<file path="config.mk">
export PLATFORM = sky130hd
export DESIGN_NAME = lcd_cmd_sequencer
export DESIGN_NICKNAME = d
export VERILOG_FILES = /design/src/rtl/lcd_cmd_sequencer.sv
export SDC_FILE = /design/constraint.sdc
export NUM_CORES = 1
export LEC_CHECK = 0
export ABC_AREA = 1
export BUFFER_PORTS_ARGS = -buffer_cell sky130_fd_sc_hd__buf_2
export CORE_MARGIN = 5
export CORE_UTILIZATION = 32
export CTS_CLUSTER_SIZE = 28
export DETAILED_ROUTE_END_ITERATION = 7
export GPL_TIMING_DRIVEN = 0
export RECOVER_POWER = 25
export SLEW_MARGIN = 20
export SYNTH_ARGS = -nofsm -noshare
export SYNTH_HDL_FRONTEND = slang
export SYNTH_SLANG_ARGS = --single-unit
</file>
<file path="constraint.sdc">
create_clock -name clk -period 1.6 [get_ports clk]
set_input_delay 0.08 -clock clk [delete_from_list [all_inputs] [get_ports clk]]
set_output_delay 0.08 -clock clk [all_outputs]
set_load 0.01 [all_outputs]
</file>
<file path="src/rtl/lcd_cmd_sequencer.sv">
// LCD command/message sequencer: issues the init command list followed by the ROM text, one transfer at a time.
// Define LCD_LINE2_EN to append the DDRAM 0x40 address and the second text line.
module lcd_cmd_sequencer #(
   parameter int CLEAR_DELAY = 82000
) (
   input  logic       clk,
   input  logic       reset,
   input  logic       init_done,
   input  logic       start,
   input  logic       done,
   input  logic       enable,
   output logic       next_instruction,
   output logic [9:0] db,
   output logic [11:0] clk_cnt,
   output logic       busy,
   output logic       seq_done
);

   typedef enum logic [2:0] {
      IDLE,
      ISSUE,
      WAIT_DONE,
      GAP,
      CLEAR_WAIT,
      FINISHED
   } state_t;

`ifdef LCD_LINE2_EN
   localparam int N_XFER = 38;
   localparam logic [127:0] LINE2 = "FPGA LCD DEMO   ";
`else
   localparam int N_XFER = 21;
`endif
   localparam logic [127:0] LINE1     = "HELLO WORLD     ";
   localparam logic [5:0]   LAST      = 6'(N_XFER - 1);
   localparam logic [9:0]   CMD_CLEAR = 10'h001;
   localparam logic [16:0]  DLY_LOAD  = 17'(CLEAR_DELAY - 1);

   state_t      state;
   logic [5:0]  idx;
   logic [16:0] dly_cnt;

   // Character k of a 16-char line sits at bits [8*(15-k) +: 8]; 15-k is ~k for a 4-bit k.
   function automatic logic [9:0] rom_word(input logic [5:0] i);
      logic [9:0] w;
      logic [3:0] k;
      logic [6:0] sh;
      w  = 10'h000;
      k  = 4'd0;
      sh = 7'd0;
      if (i < 6'd5) begin
         case (i)
            6'd0:    w = 10'h028;
            6'd1:    w = 10'h006;
            6'd2:    w = 10'h00C;
            6'd3:    w = 10'h001;
            default: w = 10'h080;
         endcase
      end else if (i < 6'd21) begin
         k  = 4'(i - 6'd5);
         sh = {~k, 3'b000};
         w  = {2'b10, LINE1[sh +: 8]};
`ifdef LCD_LINE2_EN
      end else if (i == 6'd21) begin
         w = 10'h0C0;
      end else if (i < 6'd38) begin
         k  = 4'(i - 6'd22);
         sh = {~k, 3'b000};
         w  = {2'b10, LINE2[sh +: 8]};
`endif
      end
      return w;
   endfunction

   always_ff @(posedge clk) begin
      if (!reset) begin
         state            <= IDLE;
         idx              <= 6'd0;
         dly_cnt          <= 17'd0;
         next_instruction <= 1'b0;
         db               <= 10'h000;
         clk_cnt          <= 12'd0;
         busy             <= 1'b0;
         seq_done         <= 1'b0;
      end else begin
         if (!enable)
            clk_cnt <= 12'd0;
         else if (clk_cnt != 12'hFFF)
            clk_cnt <= clk_cnt + 12'd1;

         next_instruction <= 1'b0;
         case (state)
            IDLE, FINISHED: begin
               if (start && init_done) begin
                  state            <= ISSUE;
                  idx              <= 6'd0;
                  db               <= rom_word(6'd0);
                  next_instruction <= ~enable;
                  busy             <= 1'b1;
                  seq_done         <= 1'b0;
               end
            end
            // Launch is held off while the downstream FSM is still mid-transfer.
            ISSUE: begin
               if (next_instruction)
                  state <= WAIT_DONE;
               else
                  next_instruction <= ~enable;
            end
            WAIT_DONE: begin
               if (done) begin
                  idx <= idx + 6'd1;
                  if (idx == LAST) begin
                     state    <= FINISHED;
                     busy     <= 1'b0;
                     seq_done <= 1'b1;
                  end else if (db == CMD_CLEAR) begin
                     state   <= CLEAR_WAIT;
                     dly_cnt <= DLY_LOAD;
                  end else begin
                     state <= GAP;
                  end
               end
            end
            GAP: begin
               state            <= ISSUE;
               db               <= rom_word(idx);
               next_instruction <= ~enable;
            end
            CLEAR_WAIT: begin
               if (dly_cnt == 17'd0) begin
                  state            <= ISSUE;
                  db               <= rom_word(idx);
                  next_instruction <= ~enable;
               end else begin
                  dly_cnt <= dly_cnt - 17'd1;
               end
            end
            default: state <= IDLE;
         endcase
      end
   end

endmodule

</file>
==> impl_metrics.ini <==
[outcome]
status = finished with violations
violations = negative setup slack

[clock_network]
clockBufferDepth = 2
clock-sinks = 50
root_buffer = clkbuf_8
clk-insertion-delay-late_ns = 0.31
htreeDepth = 2
cts_tree = done
clk_pin_slew_ns = 0.11
cts_buffers = 5

[drt]
dr.pass1.iters = 5
postRouteAntennaNets = 0
wl_met3_um = 428
wl_met2_mm = 4.06
routed_wl_mm = 8.74
drcViolationCount = 0
drt-met1-wl_mm = 4.10
drt_iter0_markers = 126
vias = 3353
top_layer = met4
vias_per_cell = 4.76
wl_per_cell_um = 12.4

[timing]
tightest_slew_ns = 0.772
setup_violations = 7
rsz0062_at_grt = yes
fin_skew_ns = 0.0108
slew_headroom_pct = 48.5
hold_viol = 0
slew_violations = 0
fmax_mhz = 607
setup_slack_ns = -0.0483
finalCritPeriodShare_pct = 103
min_period_ns = 1.65

[die]
core_area_um2 = 9730
io_pins = 31
die_h_um = 110
dieArea_um2 = 12000
die_x_um = 110
initial_core_util_pct = 32.7
fp-row-count = 36

[critical_path]
critPathCapture = state[0]
start_kind = flip-flop
r2r_slack_ns = -0.05
startpoint = dly_cnt[0]
critPathArrivalTime_ns = 1.86
r2r-end = state[0]
cp-end-kind = flip-flop
critPathMaxFanout = 6
r2r-start = dly_cnt[0]
rr_worst_depth = 13
cp.required_ns = 1.82
path_class = flip-flop to flip-flop

[final_layout]
regArea_um2 = 1020
nets = 588
layout_common_cells = nand2_1 (133), nor2_1 (69), dfxtp_1 (41)
drive_above_1_share_pct = 28.1
multi_input_area_um2 = 2180
area_delta_synth_final_pct = 30.5
fin_cells = 705
nFillCells = 1037
layout_commonest_cell = nand2_1
num_antenna_cells = 0
postLayoutCellArea_um2 = 4150

[worst_hold_path]
hold_class = primary input to flip-flop

[job]
max_cap_violations = 0

[logic_synthesis]
ys.flop_type = dfxtp_1
synthCells = 510
ys_seq_area_share_pct = 31.5
synth-seq-cells = 50
yosysWarnings = 0
syn_area_um2 = 3180
async_flop_share_pct = 0
synth_cell_type_count = 35
syn_nets = 527
avgSynthCellArea_um2 = 6.24
synth_edf_count = 0

[global_route]
grt_pass1_vias = 2930
grt_usage_pct = 13.9
grt_start_max_net_pins = 18
grt-ovfl-total = 0
antenna_found_initial = 0
grt_pass1_wl_mm = 13.6

[placed_design]
dpl.cell_count = 671
pre_cts_ws_ns = -0.238
port_buffers = 28
placed_area_um2 = 3500
gp_congestion = 0.839
place_hpwl_mm = 5.85

[power]
powerDensity_nw_per_um2 = 1650
ir_drop_v = 0.000586
power.leakage_nw = 1.87
## cell usage after synthesis, types with 3 or more instances
| cell | n | area, um2 |
|---|---|---|
| ha_1 | 11 | 138 |
| nand2_2 | 6 | 37.5 |
| a21oi_1 | 39 | 195 |
| nand3b_1 | 3 | 22.5 |
| nand3_1 | 38 | 190 |
| nor2_1 | 77 | 289 |
| dfxtp_1 | 50 | 1000 |
| nor3b_1 | 3 | 22.5 |
| nand2_1 | 150 | 563 |
| inv_2 | 8 | 30.0 |
| nand3_2 | 4 | 40.0 |
| o21ai_0 | 16 | 80.1 |
| or2_2 | 5 | 31.3 |
| xnor2_1 | 5 | 43.8 |
| xor2_1 | 3 | 26.3 |
| nor3_1 | 8 | 40.0 |
| inv_1 | 51 | 191 |
| clkbuf_1 | 3 | 11.3 |
| nand4_1 | 8 | 50.1 |
## critical path, cell delays in order (launching register included)
cell     delay (ns)
dfxtp_2        0.34
inv_4          0.08
ha_4           0.13
inv_2          0.03
nor2_1         0.07
nand2_1        0.06
nor2_2         0.12
nand2_1        0.08
nand2_2        0.10
buf_6          0.13
buf_4          0.12
nand3_4        0.08
nor3_2         0.14
nor2_1         0.07
## sequential cells by signal, summed over array words and instances, names as in the netlist
| name | count |
|---|---|
| busy | 1 |
| clk_cnt | 12 |
| db | 9 |
| dly_cnt | 17 |
| idx | 6 |
| next_instruction | 1 |
| seq_done | 1 |
| state | 3 |
## repair_timing
action,in CTS,in global routing
setup buffers,10,13
hold buffers,1,0
hold endpoints to repair,1,0
pin swaps,11,31
resized for setup,36,73
gates cloned,1,1
setup endpoints to repair,38,46
## through the flow
step	hold WS [ns]	TNS, ns	util (%)	total power [mW]
floorplan	0.159	0	-	4.34
global placement	0.282	-4.27	36.0	4.97
detailed placement	0.279	-4.60	36.0	5.00
CTS	0.0768	-0.0567	38.9	6.12
global route	0.121	-3.00	42.7	7.44
finish	0.0822	-0.126	42.7	6.84
## how the worst min path moves through the flow
stage           start          endpoint  depth (start not counted)
6_report         done          state[1]                          4
5_1_grt          done          state[1]                          4
4_1_cts          done          state[1]                          4
3_5_place_dp   enable  next_instruction                          2
3_3_place_gp   enable  next_instruction                          2
2_1_floorplan  enable  next_instruction                          1
## report_power, final
| part | switching [mW] | internal (mW) | leakage, nW |
|---|---|---|---|
| Clock | 0.480 | 0.317 | 0.0447 |
| Sequential | 0.225 | 1.45 | 0.410 |
| Combinational | 2.60 | 1.76 | 1.42 |
| Total | 3.31 | 3.53 | 1.87 |
## kinds of logic (layout without fill, tap and decap cells)
family | Yosys count | after routing | share of synthesized area, %
XOR/XNOR | 8 | 8 | 2.20
buffers and inverters | 71 | 133 | 9.44
adder cells (fa/ha/maj) | 11 | 11 | 4.33
AND/OR/NAND/NOR | 310 | 310 | 42.9
flip-flops | 50 | 50 | 31.5
other | 1 | 1 | 0.118
AO/OA/AOI/OAI | 59 | 59 | 9.52
## final cells by class
cell class	count	share of cell area, %
multi-input combinational	389	52.5
sequential	50	24.6
timing repair buffer	54	8.89
inverter	61	5.94
tap	133	4.01
buffer	10	1.87
clock buffer	5	1.66
clock inverter	3	0.603
## routing by layer
layer	GRT usage [%]	up-vias
met5	0	-
met4	3.47	0
met3	2.41	15
met2	22.2	74
met1	19.5	1514
li1	-	1750
(Power assumes the default switching activity.)
